File: src/rtl/serial_packet_echo_if.sv
// Serial link bundle between the UART receiver/transmitter and the packet echo block,
// plus the host-visible status outputs.
interface serial_packet_echo_if;
  logic        rxReady;
  logic [7:0]  rxData;
  logic        txBusy;
  logic        txStart;
  logic [7:0]  txData;
  logic [7:0]  readdata;
  logic [15:0] pkt_count;
  logic [7:0]  overrun_count;
  logic        rx_drop;

  modport master (
    output rxReady, rxData, txBusy,
    input  txStart, txData, readdata, pkt_count, overrun_count, rx_drop
  );

  modport slave (
    input  rxReady, rxData, txBusy,
    output txStart, txData, readdata, pkt_count, overrun_count, rx_drop
  );
endinterface

File: src/rtl/serial_packet_echo.sv
// Collects LEN received bytes and echoes them through the UART transmitter, in arrival or
// reversed order. Define CHECKSUM_EN to append an 8-bit modular sum byte to each echo.
module serial_packet_echo #(
  parameter int LEN     = 4,
  parameter int REVERSE = 0,
  parameter int TIMEOUT = 1000000
) (
  input logic             clk,
  input logic             reset,
  serial_packet_echo_if.slave bus
);
  localparam int IDX_W = $clog2(LEN + 1);
  localparam int AW    = (LEN > 1) ? $clog2(LEN) : 1;
  localparam int TO_W  = (TIMEOUT > 0) ? $clog2(TIMEOUT + 1) : 1;
`ifdef CHECKSUM_EN
  localparam int LAST_K = LEN;
`else
  localparam int LAST_K = LEN - 1;
`endif

  typedef enum logic [1:0] {
    READ      = 2'd0,
    WAIT_IDLE = 2'd1,
    WAIT_BUSY = 2'd2,
    WAIT_DONE = 2'd3
  } state_e;

  state_e           state_q;
  logic [7:0]       buf_q [LEN];
  logic [IDX_W-1:0] idx_q;
  logic [IDX_W-1:0] k_q;
  logic [TO_W-1:0]  to_cnt_q;
  logic             tx_start_q;
  logic [7:0]       tx_data_q;
  logic [7:0]       readdata_q;
  logic [15:0]      pkt_count_q;
  logic [7:0]       overrun_q;
  logic             rx_drop_q;

  logic             expire_d;
  logic             buf_we_d;
  logic [AW-1:0]    buf_wa_d;
  logic [7:0]       tx_byte_d;
`ifdef CHECKSUM_EN
  logic [7:0]       sum_q;
  logic [7:0]       sum_d;
`endif

  function automatic logic [AW-1:0] to_addr(input logic [IDX_W-1:0] i);
    return AW'(i);
  endfunction

  // Transmit order: byte k of the echo comes from buf[LEN-1-k] when reversing.
  function automatic logic [AW-1:0] tx_addr(input logic [IDX_W-1:0] k);
    if (REVERSE != 0) begin
      return AW'(32'(LEN - 1) - 32'(k));
    end else begin
      return AW'(k);
    end
  endfunction

  // Timeout expiry, buffer write port and next transmit byte.
  always_comb begin
    expire_d  = 1'b0;
    buf_we_d  = 1'b0;
    buf_wa_d  = {AW{1'b0}};
    tx_byte_d = buf_q[tx_addr(k_q)];
    if ((TIMEOUT != 0) && (idx_q != {IDX_W{1'b0}}) && (to_cnt_q == TO_W'(TIMEOUT))) begin
      expire_d = 1'b1;
    end else begin
      expire_d = 1'b0;
    end
    // A byte arriving on the expiry cycle starts a fresh packet at buf[0].
    if (!reset && (state_q == READ) && bus.rxReady) begin
      buf_we_d = 1'b1;
      buf_wa_d = expire_d ? {AW{1'b0}} : to_addr(idx_q);
    end else begin
      buf_we_d = 1'b0;
      buf_wa_d = {AW{1'b0}};
    end
`ifdef CHECKSUM_EN
    if (expire_d || (idx_q == {IDX_W{1'b0}})) begin
      sum_d = bus.rxData;
    end else begin
      sum_d = sum_q + bus.rxData;
    end
    if (k_q == IDX_W'(LEN)) begin
      tx_byte_d = sum_q;
    end else begin
      tx_byte_d = buf_q[tx_addr(k_q)];
    end
`endif
  end

  // Packet buffer; contents are don't-care after reset.
  always_ff @(posedge clk) begin
    if (buf_we_d) begin
      buf_q[buf_wa_d] <= bus.rxData;
    end
  end

  // Receive/transmit FSM with registered outputs and status counters.
  always_ff @(posedge clk) begin
    if (reset) begin
      state_q     <= READ;
      idx_q       <= {IDX_W{1'b0}};
      k_q         <= {IDX_W{1'b0}};
      to_cnt_q    <= {TO_W{1'b0}};
      tx_start_q  <= 1'b0;
      tx_data_q   <= 8'h00;
      readdata_q  <= 8'h00;
      pkt_count_q <= 16'h0000;
      overrun_q   <= 8'h00;
      rx_drop_q   <= 1'b0;
`ifdef CHECKSUM_EN
      sum_q       <= 8'h00;
`endif
    end else begin
      tx_start_q <= 1'b0;
      rx_drop_q  <= 1'b0;
      if ((state_q != READ) && bus.rxReady && (overrun_q != 8'hFF)) begin
        overrun_q <= overrun_q + 8'd1;
      end
      case (state_q)
        READ: begin
          if (expire_d) begin
            rx_drop_q <= 1'b1;
          end
          if (bus.rxReady) begin
            to_cnt_q <= {TO_W{1'b0}};
`ifdef CHECKSUM_EN
            sum_q    <= sum_d;
`endif
            if (expire_d) begin
              idx_q <= IDX_W'(1'b1);
            end else if (idx_q == IDX_W'(LEN - 1)) begin
              readdata_q <= (LEN == 1) ? bus.rxData : buf_q[0];
              idx_q      <= {IDX_W{1'b0}};
              k_q        <= {IDX_W{1'b0}};
              state_q    <= WAIT_IDLE;
            end else begin
              idx_q <= idx_q + IDX_W'(1'b1);
            end
          end else if (expire_d) begin
            idx_q    <= {IDX_W{1'b0}};
            to_cnt_q <= {TO_W{1'b0}};
          end else if ((TIMEOUT != 0) && (idx_q != {IDX_W{1'b0}})) begin
            to_cnt_q <= to_cnt_q + TO_W'(1'b1);
          end
        end
        WAIT_IDLE: begin
          if (!bus.txBusy) begin
            tx_data_q  <= tx_byte_d;
            tx_start_q <= 1'b1;
            state_q    <= WAIT_BUSY;
          end
        end
        WAIT_BUSY: begin
          if (bus.txBusy) begin
            state_q <= WAIT_DONE;
          end
        end
        WAIT_DONE: begin
          if (!bus.txBusy) begin
            if (k_q < IDX_W'(LAST_K)) begin
              k_q     <= k_q + IDX_W'(1'b1);
              state_q <= WAIT_IDLE;
            end else begin
              pkt_count_q <= pkt_count_q + 16'd1;
              idx_q       <= {IDX_W{1'b0}};
              to_cnt_q    <= {TO_W{1'b0}};
              state_q     <= READ;
            end
          end
        end
        default: begin
          state_q <= READ;
        end
      endcase
    end
  end

  assign bus.txStart       = tx_start_q;
  assign bus.txData        = tx_data_q;
  assign bus.readdata      = readdata_q;
  assign bus.pkt_count     = pkt_count_q;
  assign bus.overrun_count = overrun_q;
  assign bus.rx_drop       = rx_drop_q;
endmodule

File: src/flat_wrapper.sv
// flat-port wrapper written by rule: the top's interface ports become plain ports
module serial_packet_echo_flat 
#(
  parameter int LEN     = 4,
  parameter int REVERSE = 0,
  parameter int TIMEOUT = 1000000
)
  (clk, reset, bus_rxReady, bus_rxData, bus_txBusy, bus_txStart, bus_txData, bus_readdata, bus_pkt_count, bus_overrun_count, bus_rx_drop);
  serial_packet_echo_if bus_i ();
  input logic clk;
  input logic reset;
  input wire logic [$bits(bus_i.rxReady)-1:0] bus_rxReady;
  input wire logic [$bits(bus_i.rxData)-1:0] bus_rxData;
  input wire logic [$bits(bus_i.txBusy)-1:0] bus_txBusy;
  output wire logic [$bits(bus_i.txStart)-1:0] bus_txStart;
  output wire logic [$bits(bus_i.txData)-1:0] bus_txData;
  output wire logic [$bits(bus_i.readdata)-1:0] bus_readdata;
  output wire logic [$bits(bus_i.pkt_count)-1:0] bus_pkt_count;
  output wire logic [$bits(bus_i.overrun_count)-1:0] bus_overrun_count;
  output wire logic [$bits(bus_i.rx_drop)-1:0] bus_rx_drop;
  assign bus_i.rxReady = bus_rxReady;
  assign bus_i.rxData = bus_rxData;
  assign bus_i.txBusy = bus_txBusy;
  assign bus_txStart = bus_i.txStart;
  assign bus_txData = bus_i.txData;
  assign bus_readdata = bus_i.readdata;
  assign bus_pkt_count = bus_i.pkt_count;
  assign bus_overrun_count = bus_i.overrun_count;
  assign bus_rx_drop = bus_i.rx_drop;
  serial_packet_echo #(.LEN(LEN), .REVERSE(REVERSE), .TIMEOUT(TIMEOUT)) u_core (.clk(clk), .reset(reset), .bus(bus_i));
endmodule
File: config.mk
export PLATFORM = sky130hd
export DESIGN_NAME = serial_packet_echo_flat
export DESIGN_NICKNAME = d
export VERILOG_FILES = /design/src/rtl/serial_packet_echo_if.sv /design/src/rtl/serial_packet_echo.sv /design/src/flat_wrapper.sv
export SDC_FILE = /design/constraint.sdc
export NUM_CORES = 1
export LEC_CHECK = 0
export BUFFER_PORTS_ARGS = -buffer_cell sky130_fd_sc_hd__buf_2
export CAP_MARGIN = 20
export CORE_MARGIN = 3
export CORE_UTILIZATION = 30
export DETAILED_ROUTE_END_ITERATION = 8
export SKIP_LAST_GASP = 1
export SYNTH_ARGS = -nofsm -noshare
export SYNTH_HDL_FRONTEND = slang
export SYNTH_SLANG_ARGS = --single-unit
export TNS_END_PERCENT = 50
File: constraint.sdc
create_clock -name clk -period 2.3 [get_ports clk]
set_clock_uncertainty 0.15 [all_clocks]
set_input_delay 0.115 -clock clk [delete_from_list [all_inputs] [get_ports clk]]
set_output_delay 0.115 -clock clk [all_outputs]
set_load 0.05 [all_outputs]
# == Yosys cells after proc, flatten, opt, wreduce, memory -nomap -nowiden ==
# Memory sizes are Yosys's and may differ from the RTL's. A register that Yosys moved wholly into a read port is not among the register bits.
# Index checks and enable logic that the tools add are counted.
# word_totals
register_bits,54
latch_bits,0
mem_bits_rw,32
rom_bits,0
input_bits,12
out_inout_bits,42
elab_cells,90
memories,1
# memory_table
memory,words,width,rd,rd_clocked_by_memory_dff,wr,line_no,text
u_core.buf_q,4,8,2,2,1,serial_packet_echo.sv:29,logic [7:0] buf_q [LEN];
# op_classes
add_sub_neg,5
mul,0
div,0
n_lt_le_gt_ge,1
eq_ne,16
n_shift,0
mux,35
bitwise,5
n_reduce_logical,19
# ops
op,count
$mux W20,5
$pmux W20 S2,1
$mux W3,11
$add A20 B1 Y20 const B,1
$eq A20 B20 Y1 const B,1
$add A16 B1 Y16 const B,1
$mux W2,8
$ne A2 B2 Y1 const B,7
$pmux W3 S2,2
$reduce_and A4 Y1,3
$reduce_and A6 Y1,2
$add A8 B1 Y8 const B,1
$ne A8 B8 Y1 const B,1
$pmux W2 S4,1
$mux W1,7
$add A3 B1 Y3 const B,2
$logic_and A1 B1 Y1,5
$not A1 Y1,5
$eq A2 B2 Y1 const B,2
$ne A4 B3 Y1 const B,1
$reduce_bool A2 Y1,2
$reduce_or A2 Y1,2
$eq A3 B2 Y1 const B,1
$lt A3 B2 Y1 const B,1
8 further kinds,8

# == Logic depth before layout (Yosys ltp) ==
# logic_depth
word_depth,6
depth_mapped,10
mapped_depth_nobuf,7

# == Least setup slack after synthesis ==
# OpenSTA, ideal clock, no wires.
# synth_timing
path_type,flip-flop to flip-flop
startpoint,reg u_core.to_cnt_q[3]
endpoint,mem u_core.buf_q[0][0] (enable)
setup_ps,332
arrival_time_ps,2037
required_ps,1818
setup_slack_ps,-219
stages_incl_launch_ff,8
n_path_buf,2
period_less_slack_ps,2519
cell_sequence,dfxtp_1 > or4b_1 > or3_1 > buf_6 > or2_1 > buf_2 > o21ai_0 > and3_1
# synth_via
elab_chain_len,5
# synth_lines
item,line_no,text
start: declaration,serial_packet_echo.sv:32,logic [TO_W-1:0] to_cnt_q;
start signal: assignment,serial_packet_echo.sv:108,to_cnt_q <= {TO_W{1'b0}};
start signal: assignment,serial_packet_echo.sv:130,to_cnt_q <= {TO_W{1'b0}};
start signal: assignment,serial_packet_echo.sv:146,to_cnt_q <= {TO_W{1'b0}};
$eq A20 B20 Y1,serial_packet_echo.sv:68,if ((TIMEOUT != 0) && (idx_q != {IDX_W{1'b0}}) && (to_cnt_q == TO_W'(TIMEOUT))) begin
$logic_and A1 B1 Y1,serial_packet_echo.sv:68,
$mux W1,serial_packet_echo.sv:68,
$mux W2,serial_packet_echo.sv:76,buf_wa_d = expire_d ? {AW{1'b0}} : to_addr(idx_q);
$mux W2,serial_packet_echo.sv:74,if (!reset && (state_q == READ) && bus.rxReady) begin
end: declaration,serial_packet_echo.sv:29,
# No other way between the ends.

# == Final worst setup path ==
# layout_timing
startpoint,reg u_core.to_cnt_q[9]
endpoint,reg u_core.state_q[1]
# layout_via
elab_chain_len,5
# layout_lines
item,line_no,text
$eq A20 B20 Y1,serial_packet_echo.sv:68,
$logic_and A1 B1 Y1,serial_packet_echo.sv:68,
$mux W1,serial_packet_echo.sv:68,
$ne A2 B2 Y1 (no source line),n/a,
$reduce_and A6 Y1 (no source line),n/a,
end signal: assignment,serial_packet_echo.sv:105,state_q <= READ;
end signal: assignment,serial_packet_echo.sv:140,state_q <= WAIT_IDLE;
end signal: assignment,serial_packet_echo.sv:155,state_q <= WAIT_BUSY;
end: declaration,serial_packet_echo.sv:28,state_e state_q;
# No other way between the ends.
# A chain may end at the register's enable or synchronous reset.

==> results.cfg <==
[hold_path]
whs_path_depth = 3
hp-class = in2reg
holdPathEnd = u_core.idx_q[1]
holdCritStartpoint = bus_rxReady

[global_routing]
grt_max_degree = 61
overflow = 0
grt_pass1_vias = 3720
busiest_layer = met2
met1_usage_pct = 17.2
globalRouteMet2Util_pct = 23.0
grt_pass1_wl_mm = 18.5
met3_usage_pct = 3.25
antenna_found_initial = 2
grt_use_total_pct = 13.5

[power]
irDropWorstVdd_v = 0.000444
p_leak_nw = 2.23
power.total_mw = 3.67
p_per_area_nw_per_um2 = 625

[timing]
slew_headroom_pct = 55.2
fin_ws_ns = -0.0196
rsz0062_at_grt = yes
max_freq_mhz = 431
setup_viol = 2
period_share_pct = 101
hold_viol = 0
worst_pin_slew_ns = 0.672
fin_crit_ns = 2.32
drv_slew = 0

[floorplanning]
io_pins = 54
core_um2 = 14900
dieArea_um2 = 17000
rows = 44
initial_utilization_pct = 31.3
die_h_um = 131
fp.dieW_um = 131

[critical_path]
cp_slowest_cell = or4b_4
cpPeakStageDelay_ns = 0.49
critPathCaptureType = flip-flop
critPathLaunch = u_core.to_cnt_q[9]
critPathBufInv = 1
reg2reg_to = u_core.state_q[1]
arrival_ns = 2.37
r2r_slack_ns = -0.02
r2r-start = u_core.to_cnt_q[9]
crit_required_ns = 2.35
critPathLaunchType = flip-flop
worstSetupPathType = reg2reg
cp_top_family = simple AND/OR/NAND/NOR gates
crit_chain = or4b_4, or3_1, buf_4, o221ai_1, mux2i_1, nor2_1
worstPathMaxFanout = 5
reg2reg_depth = 6

[clock_tree]
cts_max_level = 3
cts-root-buf = clkbuf_16
cts.sinks = 102
path_clk_slew_ns = 0.07
worstSkewPairLatency_ns = 0.34
numCtsBuffers = 9
cts_tree = yes
cts_buffer_depth = 2

[synthesis]
ys_seq_elements = 102
netlist_top_cells_area = dfxtp_1, edfxtp_1, nor2_1
synth_area_leader_cell = dfxtp_1
yosysSeqAreaShare_pct = 50.7
synthesis.area_um2 = 4660
syn-num-nets = 489
synth_cell_types = 53
synth_edf_count = 32
synth_top_cell_area_share_pct = 30.1
ys_warn_count = 0
synthCells = 465
async_flop_share_pct = 0
syn_avg_cell_area_um2 = 10.0
synth_flop_cell = dfxtp_1

[run]
cap_violations = 0

[routing]
drcViolationCount = 0
avgRoutedWirePerCell_um = 14.8
routed_wl_mm = 11.1
vias = 3763
dr.pass1.iters = 4
ant_nets = 0
via_per_inst = 5.00
drt-initial-drc-count = 208

[cells_and_area]
area_delta_synth_final_pct = 26.0
drive_gt1_share_pct = 27.0
final_net_count = 585
stdcell_count = 752
fin_util_pct = 39.5

[placement]
dp.cells = 725
dp_hpwl_mm = 7.86
io_buffers = 53
place_congestion = 0.863

[outcome]
status = finished, violations left
violations = negative setup slack
[cells in the final DEF (no fill, tap or decap), drive strengths merged, types with 6 or more instances in the layout]
master	count
edfxtp	32
nor2b	9
a31oi	8
mux4	8
inv	14
nor2	51
xor2	8
or3	8
and2	6
nor4b	6
nor4	9
and3	6
o21ai	9
dfxtp	70
nand3	34
dlygate4sd3	9
nand2	45
mux2i	12
xnor2	15
clkbuf	9
ha	12
nand4	10
buf	100
a21oi	25
nor3	8
[registers in the layout (all words and copies together) (netlist names)]
| name | flops |
|---|---|
| u_core.bus.txStart | 1 |
| u_core.bus.txData | 8 |
| u_core.buf_q | 32 |
| u_core.bus.rx_drop | 1 |
| u_core.bus.overrun_count | 8 |
| u_core.bus.readdata | 8 |
| u_core.idx_q | 3 |
| u_core.bus.pkt_count | 16 |
| u_core.state_q | 2 |
| u_core.k_q | 3 |
| u_core.to_cnt_q | 20 |
[cell type report]
| cell class | count | area (µm²) |
|---|---|---|
| inverter | 11 | 41.3 |
| timing repair buffer | 109 | 724 |
| multi-input combinational | 328 | 2210 |
| fill | 1449 | 9000 |
| tap | 184 | 230 |
| antenna | 2 | 5.00 |
| sequential | 102 | 2370 |
| clock buffer | 9 | 225 |
| clock inverter | 7 | 65.1 |
[per-layer routing]
metal,up-vias,wire (µm)
li1,1865,-
met1,1809,5150
met2,75,5410
met3,14,431
met4,0,136
met5,-,0
[per-stage QoR]
step	TNS, ns	setup slack (ns)	cell area, µm²	hold slack [ns]
floorplan	-0.703	-0.0879	4700	0.0639
global placement	0	0.0120	5440	0.184
detailed placement	-0.511	-0.0357	5440	0.194
CTS	-0.366	-0.0306	5830	0.00386
global route	-0.732	-0.106	5870	0.0279
finish	-0.0203	-0.0196	5870	0.00940
[cells in the mapped netlist, types with 2 or more instances]
| cell type | n |
|---|---|
| or3_1 | 8 |
| dfxtp_1 | 70 |
| nor3_1 | 8 |
| inv_1 | 11 |
| and3_1 | 6 |
| nand2_1 | 45 |
| nor4b_1 | 6 |
| buf_2 | 5 |
| mux2i_1 | 12 |
| ha_1 | 12 |
| nand4b_1 | 2 |
| clkbuf_1 | 17 |
| or2_2 | 2 |
| nor3b_1 | 2 |
| mux4_2 | 8 |
| a211oi_1 | 2 |
| and2_1 | 6 |
| nand4_1 | 10 |
| nor2_1 | 51 |
| or4_1 | 2 |
| o21ai_0 | 8 |
| nand3b_1 | 3 |
| nand2b_1 | 3 |
| a21oi_1 | 24 |
| edfxtp_1 | 32 |
| nand3_1 | 34 |
| xor2_1 | 8 |
| and4_1 | 4 |
| nor2b_1 | 9 |
| xnor2_1 | 15 |
| o31ai_1 | 3 |
| a31oi_1 | 8 |
| nor4_1 | 9 |
[tightest hold or removal path: stages]
cell     delay, ns
buf_2         0.18
nand3_1       0.09
mux2i_1       0.06
[logic make-up after synthesis]
kind of cell / synth area share (%)
adders and majority gates: 3.22
buffers and inverters: 3.12
DFF: 50.7
muxes: 6.45
AOI/OAI and AO/OA: 8.41
and+or+nand+nor: 23.7
xor gates and xnor gates: 4.33
[where the power goes]
group	internal (mW)	switching, mW	leakage, nW
clock	0.761	0.719	0.145
combinational	0.114	0.174	1.23
sequential	1.88	0.0130	0.857
[worst max-delay path by stage]
stage | end | slack, ns | cells past startpoint
5_1_grt | u_core.to_cnt_q[18] | -0.11 | 7
4_1_cts | u_core.buf_q[3][4] | -0.03 | 5
6_report | u_core.state_q[1] | -0.02 | 6
2_1_floorplan | u_core.buf_q[0][0] | -0.09 | 7
3_3_place_gp | u_core.buf_q[0][1] | 0.01 | 5
3_5_place_dp | u_core.buf_q[2][2] | -0.04 | 5
[repair_timing]
item                       CTS  global route
hold endpoints to repair    33             0
setup endpoints to repair   32            55
gates resized for setup      4             8
pin swaps                    1             0
setup buffers                0             0
hold buffers                 9             0
Note: power is estimated with default switching activity, not from simulation.
